--- src/rtl/mole_pattern_gen_if.sv ---
// Request/response bundle between the round controller and mole_pattern_gen.
//
// The master side is the round controller plus the display/scoring consumer.
// It drives req, num_moles and out_ready. The slave side is the pattern
// generator. It drives busy, out_valid and moles_out.
//
//   req        master->slave  request a new pattern (sampled only when idle)
//   num_moles  master->slave  number of moles wanted, sampled with req
//   out_ready  master->slave  consumer accepts the offered pattern
//   busy       slave->master  generator is drawing or holding a pattern
//   out_valid  slave->master  moles_out holds a complete pattern
//   moles_out  slave->master  bit i set = mole in hole i
interface mole_pattern_gen_if #(
  parameter int NUM_HOLES = 5,
  parameter int MAX_MOLES = 3
);
  localparam int CW = $clog2(MAX_MOLES + 1);

  logic                 req;
  logic [CW-1:0]        num_moles;
  logic                 busy;
  logic                 out_valid;
  logic                 out_ready;
  logic [NUM_HOLES-1:0] moles_out;

  modport master (
    output req,
    output num_moles,
    output out_ready,
    input  busy,
    input  out_valid,
    input  moles_out
  );

  modport slave (
    input  req,
    input  num_moles,
    input  out_ready,
    output busy,
    output out_valid,
    output moles_out
  );
endinterface

--- src/rtl/mole_pattern_gen.sv ---
// mole_pattern_gen: pseudo-random mole spawner.
//
// On request, the block picks n distinct holes out of NUM_HOLES. Here
// n = min(num_moles, MAX_MOLES). It draws one candidate hole per cycle from
// a free-running 16-bit Galois LFSR (x^16+x^14+x^13+x^11+1). A candidate is
// rejected when it is out of range, already taken, or excluded. After
// MAX_TRIES-1 straight rejections the lowest free hole is taken instead, so
// a pattern never needs more than n*MAX_TRIES cycles. The finished pattern is
// held on a valid/ready handshake until the consumer takes it.
//
// Ports:
//   clock  system clock, all state on the rising edge
//   reset  asynchronous, active-high; returns everything (LFSR included) to reset values
//   bus    mole_pattern_gen_if slave modport (req, num_moles, out_ready in;
//          busy, out_valid, moles_out out)
//
// Optional feature, enabled by defining MOLE_NO_REPEAT_EN:
//   The last handed-over pattern is remembered. Its holes are excluded from
//   the next request unless too few holes would remain free to satisfy it.
module mole_pattern_gen #(
  parameter int                NUM_HOLES = 5,
  parameter int                MAX_MOLES = 3,
  parameter int                LFSR_W    = 16,
  parameter logic [LFSR_W-1:0] SEED      = 16'hACE1,
  parameter int                MAX_TRIES = 8
) (
  input logic              clock,
  input logic              reset,
  mole_pattern_gen_if.slave bus
);

  localparam int                IW        = $clog2(NUM_HOLES);
  localparam int                CW        = $clog2(MAX_MOLES + 1);
  localparam int                TW        = $clog2(MAX_TRIES + 1);
  localparam logic [LFSR_W-1:0] LFSR_MASK = 16'hB400;

  typedef enum logic [1:0] {
    IDLE = 2'd0,
    DRAW = 2'd1,
    HOLD = 2'd2
  } state_t;

  state_t               r_state;
  logic [LFSR_W-1:0]    r_lfsr;
  logic [NUM_HOLES-1:0] r_mask;
  logic [NUM_HOLES-1:0] r_moles;
  logic [CW-1:0]        r_cnt;
  logic [CW-1:0]        r_target;
  logic [TW-1:0]        r_tries;
  logic                 r_valid;
  logic                 r_busy;

  logic [LFSR_W-1:0]    w_lfsrNext;
  logic [IW-1:0]        w_idx;
  logic [NUM_HOLES-1:0] w_randBit;
  logic [NUM_HOLES-1:0] w_blocked;
  logic [NUM_HOLES-1:0] w_fallBit;
  logic [NUM_HOLES-1:0] w_pickBit;
  logic [NUM_HOLES-1:0] w_reqExcl;
  logic [CW-1:0]        w_reqN;
  logic                 w_randOk;
  logic                 w_accept;
  logic                 w_lastPick;

`ifdef MOLE_NO_REPEAT_EN
  logic [NUM_HOLES-1:0] r_prev;
  logic [NUM_HOLES-1:0] r_excl;

  // Exclude the previous pattern only when enough holes remain outside it
  // for this request; otherwise the request could never complete.
  always_comb begin
    w_reqExcl = '0;
    if (32'(w_reqN) <= 32'(NUM_HOLES - $countones(r_prev)))
      w_reqExcl = r_prev;
  end

  assign w_blocked = r_mask | r_excl;
`else
  assign w_reqExcl = '0;
  assign w_blocked = r_mask;
`endif

  // Right-shifting Galois step. A nonzero state never reaches zero.
  assign w_lfsrNext = r_lfsr[0] ? ((r_lfsr >> 1) ^ LFSR_MASK) : (r_lfsr >> 1);

  // The draw index uses the current LFSR value, before this cycle's advance.
  assign w_idx = r_lfsr[IW-1:0];

  // Decode the index one-hot. Indices at or above NUM_HOLES give an empty
  // vector, which counts as a rejection.
  always_comb begin
    w_randBit = '0;
    for (int i = 0; i < NUM_HOLES; i++)
      w_randBit[i] = (w_idx == IW'(i));
  end

  assign w_randOk = (|w_randBit) && ((w_randBit & w_blocked) == '0);

  // Lowest clear bit of the blocked vector: ~b & (b+1).
  assign w_fallBit = ~w_blocked & (w_blocked + NUM_HOLES'(1));

  assign w_accept   = w_randOk || (r_tries == TW'(MAX_TRIES - 1));
  assign w_pickBit  = w_randOk ? w_randBit : w_fallBit;
  assign w_lastPick = ((r_cnt + CW'(1)) == r_target);

  assign w_reqN = (bus.num_moles > CW'(MAX_MOLES)) ? CW'(MAX_MOLES) : bus.num_moles;

  // Single state machine. The LFSR free-runs in every state. busy, out_valid
  // and moles_out are registered alongside the state.
  always_ff @(posedge clock or posedge reset) begin
    if (reset) begin
      r_state  <= IDLE;
      r_lfsr   <= SEED;
      r_mask   <= '0;
      r_moles  <= '0;
      r_cnt    <= '0;
      r_target <= '0;
      r_tries  <= '0;
      r_valid  <= 1'b0;
      r_busy   <= 1'b0;
`ifdef MOLE_NO_REPEAT_EN
      r_prev   <= '0;
      r_excl   <= '0;
`endif
    end else begin
      r_lfsr <= w_lfsrNext;
      case (r_state)
        IDLE: begin
          if (bus.req) begin
            r_mask   <= '0;
            r_cnt    <= '0;
            r_tries  <= '0;
            r_target <= w_reqN;
            r_busy   <= 1'b1;
`ifdef MOLE_NO_REPEAT_EN
            r_excl   <= w_reqExcl;
`endif
            if (w_reqN == '0) begin
              r_moles <= '0;
              r_valid <= 1'b1;
              r_state <= HOLD;
            end else begin
              r_state <= DRAW;
            end
          end
        end
        DRAW: begin
          if (w_accept) begin
            r_mask  <= r_mask | w_pickBit;
            r_cnt   <= r_cnt + CW'(1);
            r_tries <= '0;
            if (w_lastPick) begin
              r_moles <= r_mask | w_pickBit;
              r_valid <= 1'b1;
              r_state <= HOLD;
            end
          end else begin
            r_tries <= r_tries + TW'(1);
          end
        end
        HOLD: begin
          if (r_valid && bus.out_ready) begin
            r_valid <= 1'b0;
            r_busy  <= 1'b0;
            r_state <= IDLE;
`ifdef MOLE_NO_REPEAT_EN
            r_prev  <= r_moles;
`endif
          end
        end
        default: begin
          r_state <= IDLE;
          r_valid <= 1'b0;
          r_busy  <= 1'b0;
        end
      endcase
    end
  end

`ifndef MOLE_NO_REPEAT_EN
  // Keeps the unused exclusion vector visibly consumed in the default build.
  logic w_unusedExcl;
  assign w_unusedExcl = |w_reqExcl;
`endif

  assign bus.busy      = r_busy;
  assign bus.out_valid = r_valid;
  assign bus.moles_out = r_moles;

endmodule

--- src/flat_wrapper.sv ---
// flat-port wrapper written by rule: the top's interface ports become plain ports
module mole_pattern_gen_flat 
#(
  parameter int                NUM_HOLES = 5,
  parameter int                MAX_MOLES = 3,
  parameter int                LFSR_W    = 16,
  parameter logic [LFSR_W-1:0] SEED      = 16'hACE1,
  parameter int                MAX_TRIES = 8
)
  (clock, reset, bus_req, bus_num_moles, bus_out_ready, bus_busy, bus_out_valid, bus_moles_out);
  mole_pattern_gen_if #(.NUM_HOLES(NUM_HOLES), .MAX_MOLES(MAX_MOLES)) bus_i ();
  input logic clock;
  input logic reset;
  input wire logic [$bits(bus_i.req)-1:0] bus_req;
  input wire logic [$bits(bus_i.num_moles)-1:0] bus_num_moles;
  input wire logic [$bits(bus_i.out_ready)-1:0] bus_out_ready;
  output wire logic [$bits(bus_i.busy)-1:0] bus_busy;
  output wire logic [$bits(bus_i.out_valid)-1:0] bus_out_valid;
  output wire logic [$bits(bus_i.moles_out)-1:0] bus_moles_out;
  assign bus_i.req = bus_req;
  assign bus_i.num_moles = bus_num_moles;
  assign bus_i.out_ready = bus_out_ready;
  assign bus_busy = bus_i.busy;
  assign bus_out_valid = bus_i.out_valid;
  assign bus_moles_out = bus_i.moles_out;
  mole_pattern_gen #(.NUM_HOLES(NUM_HOLES), .MAX_MOLES(MAX_MOLES), .LFSR_W(LFSR_W), .SEED(SEED), .MAX_TRIES(MAX_TRIES)) u_core (.clock(clock), .reset(reset), .bus(bus_i));
endmodule
--- config.mk ---
export PLATFORM = sky130hd
export DESIGN_NAME = mole_pattern_gen_flat
export DESIGN_NICKNAME = d
export VERILOG_FILES = /design/src/rtl/mole_pattern_gen_if.sv /design/src/rtl/mole_pattern_gen.sv /design/src/flat_wrapper.sv
export SDC_FILE = /design/constraint.sdc
export NUM_CORES = 1
export LEC_CHECK = 0
export CORE_MARGIN = 1.5
export CORE_UTILIZATION = 56
export CTS_CLUSTER_SIZE = 8
export DETAILED_ROUTE_END_ITERATION = 10
export PLACE_DENSITY = 0.78
export SLEW_MARGIN = 30
export SYNTH_ARGS = -nofsm -noshare
export SYNTH_HDL_FRONTEND = slang
export SYNTH_SLANG_ARGS = --single-unit
--- constraint.sdc ---
create_clock -name clock -period 3.5 [get_ports clock]
set_clock_uncertainty 0.1 [all_clocks]
set_input_delay 0.525 -clock clock [delete_from_list [all_inputs] [get_ports clock]]
set_output_delay 0.525 -clock clock [all_outputs]
set_load 0.02 [all_outputs]
---- After elaboration in Yosys (flattened, before gate mapping) ----
Cells that the tools add are included.
operators by class
  divide/modulo/power cells ............... 0
  reductions and logical operators ........ 16
  order comparisons ....................... 1
  equality and inequality tests ........... 13
  shift-type cells ........................ 0
  $add $sub $neg .......................... 3
  multipliers ............................. 0
  bitwise gates (word level) .............. 6
  mux-type cells .......................... 31
operator list
  cell                   count
  $mux W5                7
  $pmux W5 S2            2
  $mux W16               1
  $mux W2                8
  $and A5 B5 Y5          2
  $reduce_and A5 Y1      2
  $mux W4                2
  $ne A2 B1 Y1 const B   4
  $pmux W4 S2            1
  $eq A3 B2 Y1 const B   2
  $mux W1                6
  $pmux W1 S3            2
  $pmux W2 S3            1
  $reduce_and A3 Y1      2
  $add A5 B1 Y5 const B  1
  $logic_not A5 Y1       1
  $not A5 Y5             1
  $or A5 B5 Y5           1
  $reduce_or A5 Y1       1
  $add A4 B1 Y4 const B  1
  $eq A4 B3 Y1 const B   1
  $logic_not A2 Y1       2
  $not A3 Y4             1
  $pmux W2 S2            1
  other kinds (15)       17
word-level totals
  RAM bits ................................ 0
  logic and storage cells ................. 79
  ROM bits ................................ 0
  bits in latches ......................... 0
  memories kept ........................... 0
  bits in registers ....................... 38
  output and inout port bits .............. 7
  bits of input ports ..................... 6

---- Depth between registers and ports, before layout ----
Gate-level depths: netlist (run 1).
  depth in word-level cells ............... 9
  gate-level depth with buffers ........... 7
  gate-level depth less buffers ........... 6

---- Worst setup path before layout (run 1) ----
OpenSTA, ideal clock, no wires.
  kind .................................... register -> register
  start point ............................. register u_core.r_lfsr[0]
  end point ............................... register u_core.r_moles[0] (netlist: u_core.bus.moles_out[0])
  cell stages (with the launch flop) ...... 8
  clock period less this slack ............ 2.419 ns
  setup time .............................. 0.122 ns
  slack ................................... 1.081 ns
  arrival time ............................ 2.198 ns
  required time ........................... 3.278 ns
  buffers on the path ..................... 2
  path through ............................ dfstp_2 buf_6 mux2_1 o211ai_1 o22ai_2 or4_1 buf_2 a32o_1
on the way
  longest elaborated chain between the ends .. 9
  elaborated cells on any way between the ends .. 17
  classes of those cells .................. eq/ne: 5; mux: 4; bitwise: 2; reduce/logical: 6
ends and longest elaborated chain
  what                                  RTL line                 text
  start: declaration                    mole_pattern_gen.sv:44   logic [LFSR_W-1:0] r_lfsr;
  start signal: assignment              mole_pattern_gen.sv:126  r_lfsr <= w_lfsrNext;
  $eq A3 B1 Y1 (tied with other cells)  mole_pattern_gen.sv:94   w_randBit[i] = (w_idx == IW'(i));
  $and A5 B5 Y5                         mole_pattern_gen.sv:97   assign w_randOk = (|w_randBit) && ((w_randBit & w_blocked) == '0);
  $logic_not A5 Y1                      mole_pattern_gen.sv:97
  $logic_and A1 B1 Y1                   mole_pattern_gen.sv:97
  $mux W5                               mole_pattern_gen.sv:103  assign w_pickBit = w_randOk ? w_randBit : w_fallBit;
  $or A5 B5 Y5                          mole_pattern_gen.sv:153  r_moles <= r_mask | w_pickBit;
  $mux W5                               mole_pattern_gen.sv:152  if (w_lastPick) begin
  $mux W5                               mole_pattern_gen.sv:148  if (w_accept) begin
  $pmux W5 S2                           mole_pattern_gen.sv:127  case (r_state)
  end signal: assignment                mole_pattern_gen.sv:153
  end: declaration                      mole_pattern_gen.sv:46   logic [NUM_HOLES-1:0] r_moles;
Parallel ways exist; a longest one is shown, timed or not. The select of a mux whose other input is x is not followed.
A chain may end at the register's enable or synchronous reset.

---- Worst setup path in the final report (run 1) ----
  start point ............................. register u_core.r_lfsr[0]
  end point ............................... register u_core.r_moles[1] (netlist: u_core.bus.moles_out[1])
The elaborated chain is that of the path after synthesis.

==> results of run 1 <==
final cells by class:
| type | instances | area [um^2] |
|---|---|---|
| Sequential cell | 38 | 961 |
| Fill cell | 200 | 915 |
| Multi-Input combinational cell | 88 | 613 |
| Timing Repair Buffer | 13 | 128 |
| Clock buffer | 6 | 51.3 |
| Tap cell | 31 | 38.8 |
| Inverter | 4 | 15.0 |
| Clock inverter | 2 | 12.5 |
how the worst min path moves through the flow:
stage	slack, ns	end	cells past startpoint	from
global placement	0.23	u_core.r_lfsr[8]	0	u_core.r_lfsr[9]
global route	0.27	u_core.r_lfsr[6]	0	u_core.r_lfsr[7]
finish	0.26	u_core.r_lfsr[3]	0	u_core.r_lfsr[4]
CTS	0.27	u_core.r_lfsr[3]	0	u_core.r_lfsr[4]
floorplan	0.23	u_core.r_lfsr[2]	0	u_core.r_lfsr[3]
detailed placement	0.24	u_core.r_lfsr[7]	0	u_core.r_lfsr[8]
critical path: stages (launching register included):
cell and delay (ns):
dfstp_2 0.69, mux2_1 0.40, o31ai_4 0.29, o22ai_2 0.16, or4_1 0.65, a32o_1 0.26
power by group:
part | total [mW] | internal, mW | switching (mW)
sequential | 0.579 | 0.507 | 0.0724
clock | 0.240 | 0.0965 | 0.143
combinational | 0.381 | 0.172 | 0.209
placed cells by master (no fill, tap or decap), drive strengths merged, types with 5 or more instances in the layout:
cell type and n:
nand2 8, nand2b 5, clkdlybuf4s50 12, nor2 9, o21ai 10, nor3 5
dfrtp 30, clkbuf 6, dfstp 8, o2bb2ai 6
cells by family (layout without fill, tap and decap cells):
logic type,Yosys count,after routing
flip-flops,38,38
adder cells (fa/ha/maj),1,1
multiplexers,6,6
XOR/XNOR,4,4
buffers and inverters,8,25
AO/OA/AOI/OAI,33,33
AND/OR/NAND/NOR,44,44
per-stage QoR:
stage / hold slack [ns] / worst slack [ns] / power, mW / utilization [%] / instance area (um^2)
after floorplan: 0.231 / 1.08 / 0.858 / - / 1610
after global placement: 0.233 / 0.950 / 0.952 / 64.2 / 1760
after detailed placement: 0.237 / 0.868 / 0.968 / 64.2 / 1760
after CTS: 0.266 / 0.829 / 1.21 / 66.5 / 1820
after global routing: 0.271 / 0.737 / 1.28 / 66.5 / 1820
final: 0.261 / 0.839 / 1.20 / 66.5 / 1820
routing by layer:
metal,global-route usage (%),up-vias
li1,-,517
met1,28.7,557
met2,32.1,20
met3,7.83,9
met4,9.86,0
met5,0,-
sequential cells by signal, indices dropped and copies added (netlist names):
register              flops
u_core.r_lfsr            16
u_core.r_tries            4
u_core.r_target           2
u_core.r_state            2
u_core.bus.moles_out      5
u_core.r_mask             5
u_core.bus.out_valid      1
u_core.bus.busy           1
u_core.r_cnt              2
==> insert_results.sql, run 1 <==
INSERT INTO impl_metrics (metric_group, metric, value, unit) VALUES
('outcome', 'outcome', 'finished, final reports clean', ''),
('sta', 'finalCritPeriodShare', '76.0', '%'),
('die', 'floorplan.initialDensity', '59.0', '%'),
('drt', 'uppermost_metal_layer_occupied_by_signal_nets', 'met4', ''),
('die', 'design.die.area', '3210', 'um^2'),
('critical_path', 'r2r_slack', '0.84', 'ns'),
('clocking', 'clock_sinks', '38', ''),
('synthesis', 'main_combinational_cell_family_by_area_after_synthesis', 'compound AO/OA/AOI/OAI gates', ''),
('synthesis', 'synth-edff-count', '0', ''),
('synthesis', 'synth_top_cells_by_area', 'dfrtp_1, dfstp_2, o2bb2ai_1', ''),
('die', 'core.rowCount', '19', ''),
('clocking', 'clkSlewWorstSetupHoldPaths', '0.11', 'ns'),
('drt', 'drtIter0Drc', '24', ''),
('drt', 'remaining_drc_errors', '0', ''),
('grt', 'first_global_vias', '1111', ''),
('synthesis', 'synth.cells.most_frequent', 'dfrtp_1, nor2_1, o21ai_0', ''),
('clocking', 'cts_setup_buffers', '0', ''),
('synthesis', 'synthesis.area', '1610', 'um^2'),
('critical_path', 'worst_setup_path_start', 'u_core.r_lfsr[0]', ''),
('clocking', 'clock_tree.htree_level_count', '2', ''),
('critical_path', 'crit_path_max_fanout', '12', ''),
('synthesis', 'yosys.area_share.adder', '0.776', '%'),
('synthesis', 'synth-xor-area-share', '2.17', '%'),
('drt', 'wl_per_cell', '16.1', 'um'),
('synthesis', 'post-synth-top-area-fraction', '46.5', '%'),
('placed_design', 'placed_cells_incl_taps', '174', ''),
('layout', 'drive_gt1_share', '14.6', '%'),
('synthesis', 'post-synth-top-count-cell', 'dfrtp_1', ''),
('synthesis', 'ys.flop_type', 'dfrtp_1', ''),
('critical_path', 'r2r_start', 'u_core.r_lfsr[0]', ''),
('grt', 'antenna_found_initial', '0', ''),
('placed_design', 'detailed_place_hpwl', '2070', 'um'),
('layout', 'fin_nets', '157', ''),
('clocking', 'cts-root-buf', 'clkbuf_4', ''),
('grt', 'grt_first_pass_wirelength', '5120', 'um'),
('sta', 'hold_violations', '0', ''),
('die', 'die-width', '56.7', 'um'),
('critical_path', 'critical_path_class', 'flop to flop', ''),
('sta', 'report.final.setup_viol', '0', ''),
('drt', 'firstDrtPassIters', '4', ''),
('drt', 'detail_route.wirelength.met1', '1370', 'um'),
('drt', 'routed_wirelength', '2920', 'um'),
('synthesis', 'synth_fp_nets', '141', ''),
('synthesis', 'synth_simple_gate_area_share', '15.1', '%'),
('synthesis', 'synth_largest_area_cell', 'dfrtp_1', ''),
('sta', 'maxSlewHeadroom', '46.7', '%'),
('synthesis', 'postSynthRegisterBits', '38', ''),
('synthesis', 'area_fraction_in_compound_gates_after_synthesis', '16.0', '%'),
('grt', 'grt_overflow', '0', ''),
('sta', 'grt_setup_unrepaired', 'no', ''),
('critical_path', 'cp_data_required_time', '3.64', 'ns'),
('sta', 'finalCriticalPeriod', '2.66', 'ns'),
('min_path', 'min-delay-path-class', 'flop to flop', ''),
('drt', 'vias', '1103', ''),
('placed_design', 'buffer_ports.inserted', '12', ''),
('sta', 'report.final.slew_viol_count', '0', ''),
('synthesis', 'syn-instance-count', '134', ''),
('pwr', 'leakage_power', '0.840', 'nW'),
('pwr', 'power_density', '660', 'nW/um^2'),
('die', 'die_y', '56.7', 'um'),
('die', 'boundaryPins', '13', ''),
('drt', 'wire_length_on_met2', '1380', 'um'),
('die', 'fp.coreArea', '2730', 'um^2'),
('clocking', 'tritoncts_clock_tree', 'yes', ''),
('critical_path', 'critical_path.startpoint_type', 'flop', ''),
('critical_path', 'critPathArrivalTime', '2.80', 'ns'),
('clocking', 'cts_buffers', '5', ''),
('synthesis', 'post_synth_num_cell_types', '42', ''),
('synthesis', 'synth.yosys.warnings', '0', ''),
('layout', 'instances_no_fill', '182', ''),
('sta', 'fmax', '376', 'MHz');
Note: power is estimated with default switching activity, not from simulation.
==> run 2: changes to the inputs <==
Clock period 3.5 ns to 2.6 ns, I/O delays scaled along.
==> insert_results.sql, run 2 (same netlist as run 1, synthesis figures left out) <==
INSERT INTO impl_metrics (metric_group, metric, value, unit) VALUES
('clocking', 'post_cts_resize_count', '0', ''),
('die', 'floorplan.initialDensity', '59.0', '%'),
('critical_path', 'critical_path.startpoint_type', 'flop', ''),
('critical_path', 'worstRegToRegCells', '5', ''),
('clocking', 'cts_buffers', '5', ''),
('drt', 'routed_wirelength', '3010', 'um'),
('sta', 'report.final.slew_viol_count', '0', ''),
('pwr', 'p_total', '1.64', 'mW'),
('placed_design', 'buffer_ports.inserted', '12', ''),
('drt', 'drt-vias-per-instance', '5.83', ''),
('layout', 'mostFrequentLayoutCell', 'dfrtp_1', ''),
('layout', 'layout_common_cells', 'dfrtp_1, clkdlybuf4s50_1, nor2_1, o21ai_0', ''),
('layout', 'drive_gt1_share', '16.8', '%'),
('grt', 'grt-busiest-layer', 'met2', ''),
('grt', 'met3_usage', '6.91', '%'),
('critical_path', 'r2r_slack', '0.15', 'ns'),
('pwr', 'power_density', '889', 'nW/um^2'),
('drt', 'remaining_drc_errors', '0', ''),
('placed_design', 'globalplace.congestion', '0.801', ''),
('sta', 'grt_setup_unrepaired', 'no', ''),
('critical_path', 'worst_setup_path_start', 'u_core.r_lfsr[0]', ''),
('placed_design', 'detailed_place_hpwl', '2090', 'um'),
('clocking', 'cts-root-buf', 'clkbuf_4', ''),
('die', 'fp.coreArea', '2730', 'um^2'),
('grt', 'grt_overflow', '0', ''),
('layout', 'fin_nets', '161', ''),
('min_path', 'min-delay-path-class', 'flop to flop', ''),
('grt', 'global_route_met2_utilization', '33.4', '%'),
('critical_path', 'cp_data_required_time', '2.73', 'ns'),
('sta', 'aggregate_negative_setup_slack', '0', 'ns'),
('run', 'drv_cap', '0', ''),
('critical_path', 'crit_path_end', 'u_core.bus.moles_out[0]', ''),
('grt', 'first_global_vias', '1093', ''),
('grt', 'grt_first_pass_wirelength', '5220', 'um'),
('critical_path', 'crit_path_max_fanout', '6', ''),
('critical_path', 'critPathArrivalTime', '2.58', 'ns'),
('sta', 'worst_tran_pin_value', '0.625', 'ns'),
('pwr', 'leakage_power', '0.864', 'nW'),
('clocking', 'clock_sinks', '38', ''),
('critical_path', 'regToRegEndpoint', 'u_core.bus.moles_out[0]', ''),
('clocking', 'clock_path_buffers', '2', ''),
('die', 'design.die.area', '3210', 'um^2'),
('critical_path', 'critical_path_class', 'flop to flop', ''),
('drt', 'wl_per_cell', '16.2', 'um'),
('sta', 'maxSlewHeadroom', '58.2', '%'),
('layout', 'antenna_cells', '0', ''),
('drt', 'firstDrtPassIters', '4', ''),
('sta', 'hold_violations', '0', ''),
('layout', 'synthToLayoutAreaGrowth', '14.7', '%'),
('pwr', 'irDropWorstVdd', '0.648', 'mV'),
('grt', 'grt_max_degree', '39', ''),
('sta', 'finalCriticalPeriod', '2.45', 'ns'),
('layout', 'largest_register_ff_count', '16', ''),
('clocking', 'insertion_delay_to_the_later_sink_of_the_worst_skew_pair', '0.34', 'ns'),
('clocking', 'clkSlewWorstSetupHoldPaths', '0.12', 'ns'),
('clocking', 'tritoncts_clock_tree', 'yes', ''),
('sta', 'fmax', '408', 'MHz'),
('sta', 'finalCritPeriodShare', '94.2', '%'),
('sta', 'report.final.setup_viol', '0', ''),
('die', 'boundaryPins', '13', ''),
('clocking', 'cts_setup_buffers', '0', ''),
('critical_path', 'cp-end-kind', 'flop', ''),
('clocking', 'cts_hold_repair.buffers', '0', ''),
('drt', 'vias', '1085', ''),
('drt', 'route.antenna.remaining_nets', '0', ''),
('layout', 'regMostFlops', 'u_core.r_lfsr', ''),
('outcome', 'outcome', 'finished, final reports clean', ''),
('grt', 'grt_use_total', '22.0', '%'),
('die', 'core.rowCount', '19', ''),
('die', 'die-width', '56.7', 'um'),
('die', 'die_y', '56.7', 'um'),
('grt', 'antenna_found_initial', '0', ''),
('clocking', 'clock_tree.htree_level_count', '2', ''),
('grt', 'globalRouteMet1Util', '30.7', '%'),
('drt', 'drtIter0Drc', '18', ''),
('critical_path', 'r2r_start', 'u_core.r_lfsr[0]', '');
## run 2: worst min-delay path by stage
stage | from | to | slack [ns] | cells after the start
3_3_place_gp | u_core.r_lfsr[9] | u_core.r_lfsr[8] | 0.24 | 0
4_1_cts | u_core.r_lfsr[4] | u_core.r_lfsr[3] | 0.27 | 0
2_1_floorplan | u_core.r_lfsr[3] | u_core.r_lfsr[2] | 0.23 | 0
3_5_place_dp | u_core.r_lfsr[9] | u_core.r_lfsr[8] | 0.24 | 0
5_1_grt | u_core.r_lfsr[9] | u_core.r_lfsr[8] | 0.26 | 0
6_report | u_core.r_lfsr[4] | u_core.r_lfsr[3] | 0.26 | 0
## run 2: per-stage QoR
stage / instances / cell area, um^2 / worst slack, ns / hold WS (ns) / utilization (%)
floorplan: 134 / 1610 / 0.181 / 0.231 / -
global placement: 178 / 1790 / 0.247 / 0.236 / 65.3
detailed placement: 178 / 1790 / 0.200 / 0.240 / 65.3
CTS: 186 / 1850 / 0.155 / 0.266 / 67.6
global route: 186 / 1850 / 0.0484 / 0.261 / 67.6
finish: 186 / 1850 / 0.151 / 0.261 / 67.6
## run 2: worst max-delay path, cell delays in order, from the launching register on
cell      delay (ns)
dfstp_2         0.58
mux2_1          0.37
o211ai_1        0.25
o22ai_2         0.13
or4_1           0.65
a32o_1          0.25
## run 2: layer usage
layer  routed length, um  share of wire (%)  vias to the layer above
met5                   0                  0                        -
met4                  30                1.0                        0
met3                  87                2.9                        4
met2                1480                 49                       12
met1                1410                 47                      543
li1                    -                  -                      526
## run 2: where the power goes
part           switching [mW]  internal [mW]  leakage, nW
clock network           0.189          0.130       0.0343
registers              0.0986          0.682        0.484
logic                   0.296          0.249        0.346
## run 2: final cells by class
cell class	instances	area, um^2
Clock inverter	2	12.5
Inverter	4	15.0
Sequential cell	38	961
Multi-Input combinational cell	88	613
Clock buffer	6	51.3
Fill cell	214	885
Tap cell	31	38.8
Timing Repair Buffer	17	158
==> run 3: changes to the inputs <==
Settings changed: CORE_UTILIZATION 56 to 30, PLACE_DENSITY 0.78 to 0.48.
==> insert_results.sql, run 3 (same netlist as run 1, synthesis figures left out) <==
INSERT INTO impl_metrics (metric_group, metric, value, unit) VALUES
('die', 'die-width', '76.3', 'um'),
('drt', 'routed_wirelength', '3040', 'um'),
('sta', 'worst_tran_pin_value', '0.474', 'ns'),
('sta', 'report.final.slew_viol_count', '0', ''),
('clocking', 'insertion_delay_to_the_later_sink_of_the_worst_skew_pair', '0.28', 'ns'),
('clocking', 'clock_tree.htree_level_count', '2', ''),
('critical_path', 'r2r_slack', '0.17', 'ns'),
('layout', 'n_fill_cell', '514', ''),
('die', 'die_y', '76.3', 'um'),
('layout', 'regMostFlops', 'u_core.r_lfsr', ''),
('drt', 'drtIter0Drc', '45', ''),
('sta', 'fmax', '412', 'MHz'),
('pwr', 'power_density', '972', 'nW/um^2'),
('layout', 'fin_nets', '163', ''),
('sta', 'maxSlewHeadroom', '68.4', '%'),
('placed_design', 'buffer_ports.inserted', '12', ''),
('die', 'design.die.area', '5820', 'um^2'),
('clocking', 'cts_hold_repair.buffers', '0', ''),
('sta', 'grt_setup_unrepaired', 'no', ''),
('critical_path', 'regToRegEndpoint', 'u_core.bus.moles_out[0]', ''),
('clocking', 'cts_buffers', '5', ''),
('clocking', 'clock_sinks', '38', ''),
('drt', 'remaining_drc_errors', '0', ''),
('grt', 'grt_overflow', '0', ''),
('critical_path', 'crit_path_end', 'u_core.bus.moles_out[0]', ''),
('drt', 'firstDrtPassIters', '4', ''),
('clocking', 'cts_setup_buffers', '0', ''),
('drt', 'drt-vias-per-instance', '4.67', ''),
('layout', 'synthToLayoutAreaGrowth', '23.2', '%'),
('layout', 'drive_gt1_share', '17.8', '%'),
('sta', 'finalCriticalPeriod', '2.43', 'ns'),
('placed_design', 'place_worst_setup_slack', '0.175', 'ns'),
('drt', 'route.antenna.remaining_nets', '0', ''),
('layout', 'largest_register_ff_count', '16', ''),
('grt', 'antenna_found_initial', '0', ''),
('clocking', 'tritoncts_clock_tree', 'yes', ''),
('pwr', 'p_total', '1.93', 'mW'),
('die', 'floorplan.initialDensity', '31.4', '%'),
('layout', 'design_area', '1990', 'um^2'),
('clocking', 'clock_path_buffers', '2', ''),
('grt', 'first_global_vias', '1145', ''),
('critical_path', 'cp_data_required_time', '2.67', 'ns'),
('placed_design', 'detailed_place_hpwl', '2200', 'um'),
('critical_path', 'crit_path_max_fanout', '6', ''),
('outcome', 'outcome', 'finished, final reports clean', ''),
('critical_path', 'critPathArrivalTime', '2.50', 'ns'),
('clocking', 'post_cts_resize_count', '0', ''),
('die', 'fp.coreArea', '5140', 'um^2'),
('drt', 'vias', '1061', ''),
('pwr', 'irDropWorstVdd', '0.479', 'mV'),
('critical_path', 'worstRegToRegCells', '5', ''),
('critical_path', 'critical_path_class', 'flop to flop', ''),
('sta', 'finalCritPeriodShare', '93.4', '%'),
('grt', 'grt_use_total', '11.5', '%'),
('min_path', 'min-delay-path-class', 'flop to flop', ''),
('grt', 'grt_max_degree', '39', ''),
('clocking', 'cts-root-buf', 'clkbuf_8', ''),
('layout', 'antenna_cells', '0', ''),
('die', 'core.rowCount', '26', ''),
('clocking', 'clkSlewWorstSetupHoldPaths', '0.07', 'ns'),
('critical_path', 'critical_path.startpoint_type', 'flop', ''),
('layout', 'mostFrequentLayoutCell', 'dfrtp_1', ''),
('sta', 'final.setup.worst_slack', '0.172', 'ns'),
('sta', 'aggregate_negative_setup_slack', '0', 'ns'),
('critical_path', 'worst_setup_path_start', 'u_core.r_lfsr[0]', ''),
('placed_design', 'globalplace.congestion', '0.838', ''),
('die', 'boundaryPins', '13', ''),
('sta', 'hold_violations', '0', ''),
('placed_design', 'placement.cell_area', '1850', 'um^2'),
('critical_path', 'cp-end-kind', 'flop', ''),
('layout', 'layout_common_cells', 'dfrtp_1, clkdlybuf4s50_1, nor2_1, o21ai_0', ''),
('sta', 'report.final.setup_viol', '0', ''),
('drt', 'wl_per_cell', '13.4', 'um'),
('run', 'drv_cap', '0', ''),
('critical_path', 'r2r_start', 'u_core.r_lfsr[0]', ''),
('pwr', 'leakage_power', '0.908', 'nW'),
('grt', 'grt_first_pass_wirelength', '5280', 'um');
run 3: cell count changes in the layout (fill, tap and decap cells not counted):
| cell | previous run | this run |
|---|---|---|
| buf_4 | 5 | 7 |
| bufinv_16 | 0 | 2 |
| clkbuf_4 | 5 | 0 |
| clkbuf_8 | 1 | 5 |
| clkinv_2 | 1 | 0 |
| clkinv_4 | 0 | 1 |
| clkinvlp_4 | 1 | 0 |
run 3: final cells by class:
cell class,count,area [um^2],share of cell area (%)
inverter,4,15.0,0.756
clock inverter,3,68.8,3.46
tap,70,87.6,4.41
timing repair buffer,19,173,8.69
sequential,38,961,48.4
clock buffer,5,68.8,3.46
multi-input combinational,88,613,30.9
run 3: layer usage:
| layer | vias up | share of wire (%) | wire, um | GRT usage, % |
|---|---|---|---|---|
| met2 | 10 | 47 | 1430 | 17.9 |
| met1 | 519 | 48 | 1470 | 14.7 |
| met5 | - | 0 | 0 | 0 |
| li1 | 526 | - | - | - |
| met3 | 6 | 2.5 | 75 | 3.95 |
| met4 | 0 | 2.0 | 61 | 4.81 |
run 3: worst max-delay path, cell delays in order, from the launching register on:
cell,delay (ns)
dfstp_2,0.55
mux2_1,0.36
o211ai_1,0.26
o22ai_2,0.13
or4_1,0.65
a32o_1,0.26
run 3: through the flow:
stage	hold slack, ns	std cells	utilization, %
after CTS	0.255	227	38.7
after global placement	0.235	219	36.0
after floorplan	0.231	134	-
after global routing	0.262	227	38.7
after detailed placement	0.237	219	36.0
final	0.253	227	38.7
run 3: how the worst min path moves through the flow:
stage	startpoint	to	cells past startpoint
after floorplan	u_core.r_lfsr[3]	u_core.r_lfsr[2]	0
after global placement	u_core.r_lfsr[12]	u_core.r_lfsr[11]	0
after detailed placement	u_core.r_lfsr[12]	u_core.r_lfsr[11]	0
after CTS	u_core.r_lfsr[12]	u_core.r_lfsr[11]	0
after global routing	u_core.r_lfsr[8]	u_core.r_lfsr[7]	0
final	u_core.r_lfsr[12]	u_core.r_lfsr[11]	0
run 3: power by group:
| group | internal (mW) | leakage, nW | total [mW] | switching [mW] |
|---|---|---|---|---|
| Clock | 0.384 | 0.0683 | 0.583 | 0.199 |
| Combinational | 0.271 | 0.356 | 0.572 | 0.300 |
| Sequential | 0.683 | 0.484 | 0.778 | 0.0947 |
| Total | 1.34 | 0.908 | 1.93 | 0.594 |
==> edit (settings of run 3) <==
The 3 states of `state_t` get a one-hot encoding in 3 bits.
--- a/src/rtl/mole_pattern_gen.sv
+++ b/src/rtl/mole_pattern_gen.sv
@@ -34,10 +34,10 @@
   localparam int                TW        = $clog2(MAX_TRIES + 1);
   localparam logic [LFSR_W-1:0] LFSR_MASK = 16'hB400;
 
-  typedef enum logic [1:0] {
-    IDLE = 2'd0,
-    DRAW = 2'd1,
-    HOLD = 2'd2
+  typedef enum logic [2:0] {
+    IDLE = 3'b001,
+    DRAW = 3'b010,
+    HOLD = 3'b100
   } state_t;
 
   state_t               r_state;
Function: same outputs for any inputs over 10 cycles, from zero or initial values and one cycle with reset high; not proved beyond that.
==> edit against run 3 <==
- highest routed layer unchanged
- wire length down 3.0%
- die area rose by 5.7%
- via count increased by 7.4%
- non-clock buffer count is 4 lower
- cell area increased by 0.76%
- area after synthesis rose by 5.9%
- setup slack better by 0.27 ns
- sequential cell count up 1
- critical path type unchanged
Power is not compared: it rests on default switching activity, and its combinational part moved more than twofold at a synthesized area within 25%.
==> edit: results (changes against run 3) <==
Post-CTS Setup Inserts 0 (unchanged); CTS Root Cell clkbuf_8 (unchanged); run status finished, final reports clean (unchanged); cells on worst reg2reg path 5 (unchanged); Met2 Wirelength 1.395 mm (was 1.430 mm); Largest register FFs 16 (unchanged); syn_nets 151 (was 141); count of input and output buffers 12 (unchanged); Leak 0.8953 nW; routed wl met3 113 um (was 75 um); Longest Clk Path Bufs 2 (unchanged); Post-Route WL 2.945 mm (was 3.036 mm); total CTS buffers 5 (unchanged); first-pass GRT wire length 5.285 mm (was 5.278 mm); Skew-Pair Late Insertion Delay 0.29 ns; Diodes inserted 0 (unchanged); H-tree level count 2 (unchanged); flop2flop setup slack 0.45 ns (was 0.17 ns); count of cell types in the netlist 38 (was 42); DR top layer met4 (unchanged); list of most frequent post-synthesis cells dfrtp_1, nand2_1 (was dfrtp_1, nor2_1, o21ai_0); Psw 0.0002145 W; WL met1 1.368 mm (was 1.469 mm); Routed Antenna Nets 0 (unchanged); Seq/Total Area, Yosys 57.80% (was 59.58%); yosys warns 0 (unchanged); Largest Register u_core.r_lfsr (unchanged); cts repair resizes 0 (unchanged); clk slew on worst S/H paths 0.07 ns (about the same); max_slew headroom 66.81% (was 68.41%); GRT Total Usage 11.49% (was 11.53%); DP HPWL 2.130 mm (was 2.201 mm); largest net degree at the start of global routing 40 (was 39); asr flop ratio synth 100.0% (unchanged); initial antenna violation count 0 (unchanged); final RePlAce weighted congestion 0.7576 (was 0.8376); hold path start u_core.r_lfsr[3] (was u_core.r_lfsr[12]); via count 1139 (was 1061); share of cells above drive strength 1 15.24% (was 17.83%); RR Startpoint u_core.r_lfsr[0] (unchanged); initial detailed-routing violation count 23 (was 45); drt pass-1 iters 4 (unchanged); min-delay worst type flop to flop (unchanged); synth top area cells dfrtp_1, dfstp_2, nand2_1, nand3_1, o21ai_0 (was dfrtp_1, dfstp_2, o2bb2ai_1, o21ai_0, xor2_1); nets@finish 170 (was 163); reg2reg end u_core.bus.moles_out[0] (unchanged); Hold Path Sink u_core.r_lfsr[2] (was u_core.r_lfsr[11]); Crit Path Max Fanout 10 (was 6); Peak supply drop 0.0001761 V; Worst Path Arrival 2.22 ns (was 2.50 ns); hold depth 0 (unchanged)
-- edit: cell types whose count changed in the layout (fill, tap and decap cells not counted), moves of 4 or more --
cell and change:
a21o_1 +4, a221o_1 +4, nand2_1 +9, buf_4 -4, o2bb2ai_1 -6, nand3_1 +7
-- edit: power groups by stage --
| stage | clock network (W) | registers, W | logic, W |
|---|---|---|---|
| after floorplan | 0 | 0.000618 | 0.00000921 |
| after global placement | 0 | 0.000618 | 0.0000223 |
| after detailed placement | 0 | 0.000618 | 0.0000229 |
| after CTS | 0.000406 | 0.000607 | 0.0000228 |
| after global routing | 0.000442 | 0.000607 | 0.0000256 |
| final | 0.000388 | 0.000607 | 0.0000216 |
-- edit: kinds of logic after synthesis --
| kind of cell | Yosys count | share of synthesized area, % |
|---|---|---|
| adder cells (fa/ha/maj) | 1 | 0.7325 |
| AO/OA/AOI/OAI | 33 | 16.19 |
| buffers and inverters | 8 | 2.491 |
| AND/OR/NAND/NOR | 54 | 17.73 |
| XOR/XNOR | 4 | 2.052 |
| multiplexers | 5 | 3.004 |
| flip-flops | 39 | 57.80 |
-- edit: routing by layer --
metal / vias up / track usage [%]
li1: 556 / -
met2: 19 / 18.17
met3: 6 / 4.186
met5: - / 0
met4: 0 / 6.429
met1: 558 / 13.45
-- edit: critical path: stages (launching register included) --
cell and delay (ns):
dfstp_2 0.67, nor2_1 0.12, a32oi_4 0.39, nand4_4 0.23, nand4_4 0.19, mux2_1 0.33
-- edit: final cells by class --
class | count | area [um^2]
Fill cell | 568 | 3505
Sequential cell | 39 | 987.2
Multi-Input combinational cell | 97 | 678.2
Timing Repair Buffer | 15 | 142.6
Tap cell | 72 | 90.09
Clock buffer | 6 | 72.57
Inverter | 5 | 18.77
Clock inverter | 2 | 12.51
-- edit: through the flow --
stage	total power, W	hold slack (ns)	setup WS (ns)	instance area (um^2)	cells
2_1_floorplan	0.0006274	0.2312	0.6521	1708	144
3_3_place_gp	0.0006405	0.2347	0.4078	1917	228
3_5_place_dp	0.0006411	0.2387	0.3995	1917	228
4_1_cts	0.001036	0.2580	0.4324	2002	236
5_1_grt	0.001074	0.2668	0.2742	2002	236
6_report	0.001017	0.2542	0.4450	2002	236
-- edit: worst max path at each step --
stage	from	endpoint	cells past startpoint
global placement	bus_req	u_core.bus.moles_out[0]	5
floorplan	u_core.r_lfsr[0]	u_core.bus.moles_out[0]	6
detailed placement	bus_req	u_core.bus.moles_out[0]	5
finish	u_core.r_lfsr[0]	u_core.bus.moles_out[0]	5
CTS	u_core.r_lfsr[0]	u_core.bus.moles_out[0]	5
global route	u_core.r_lfsr[0]	u_core.bus.moles_out[0]	5
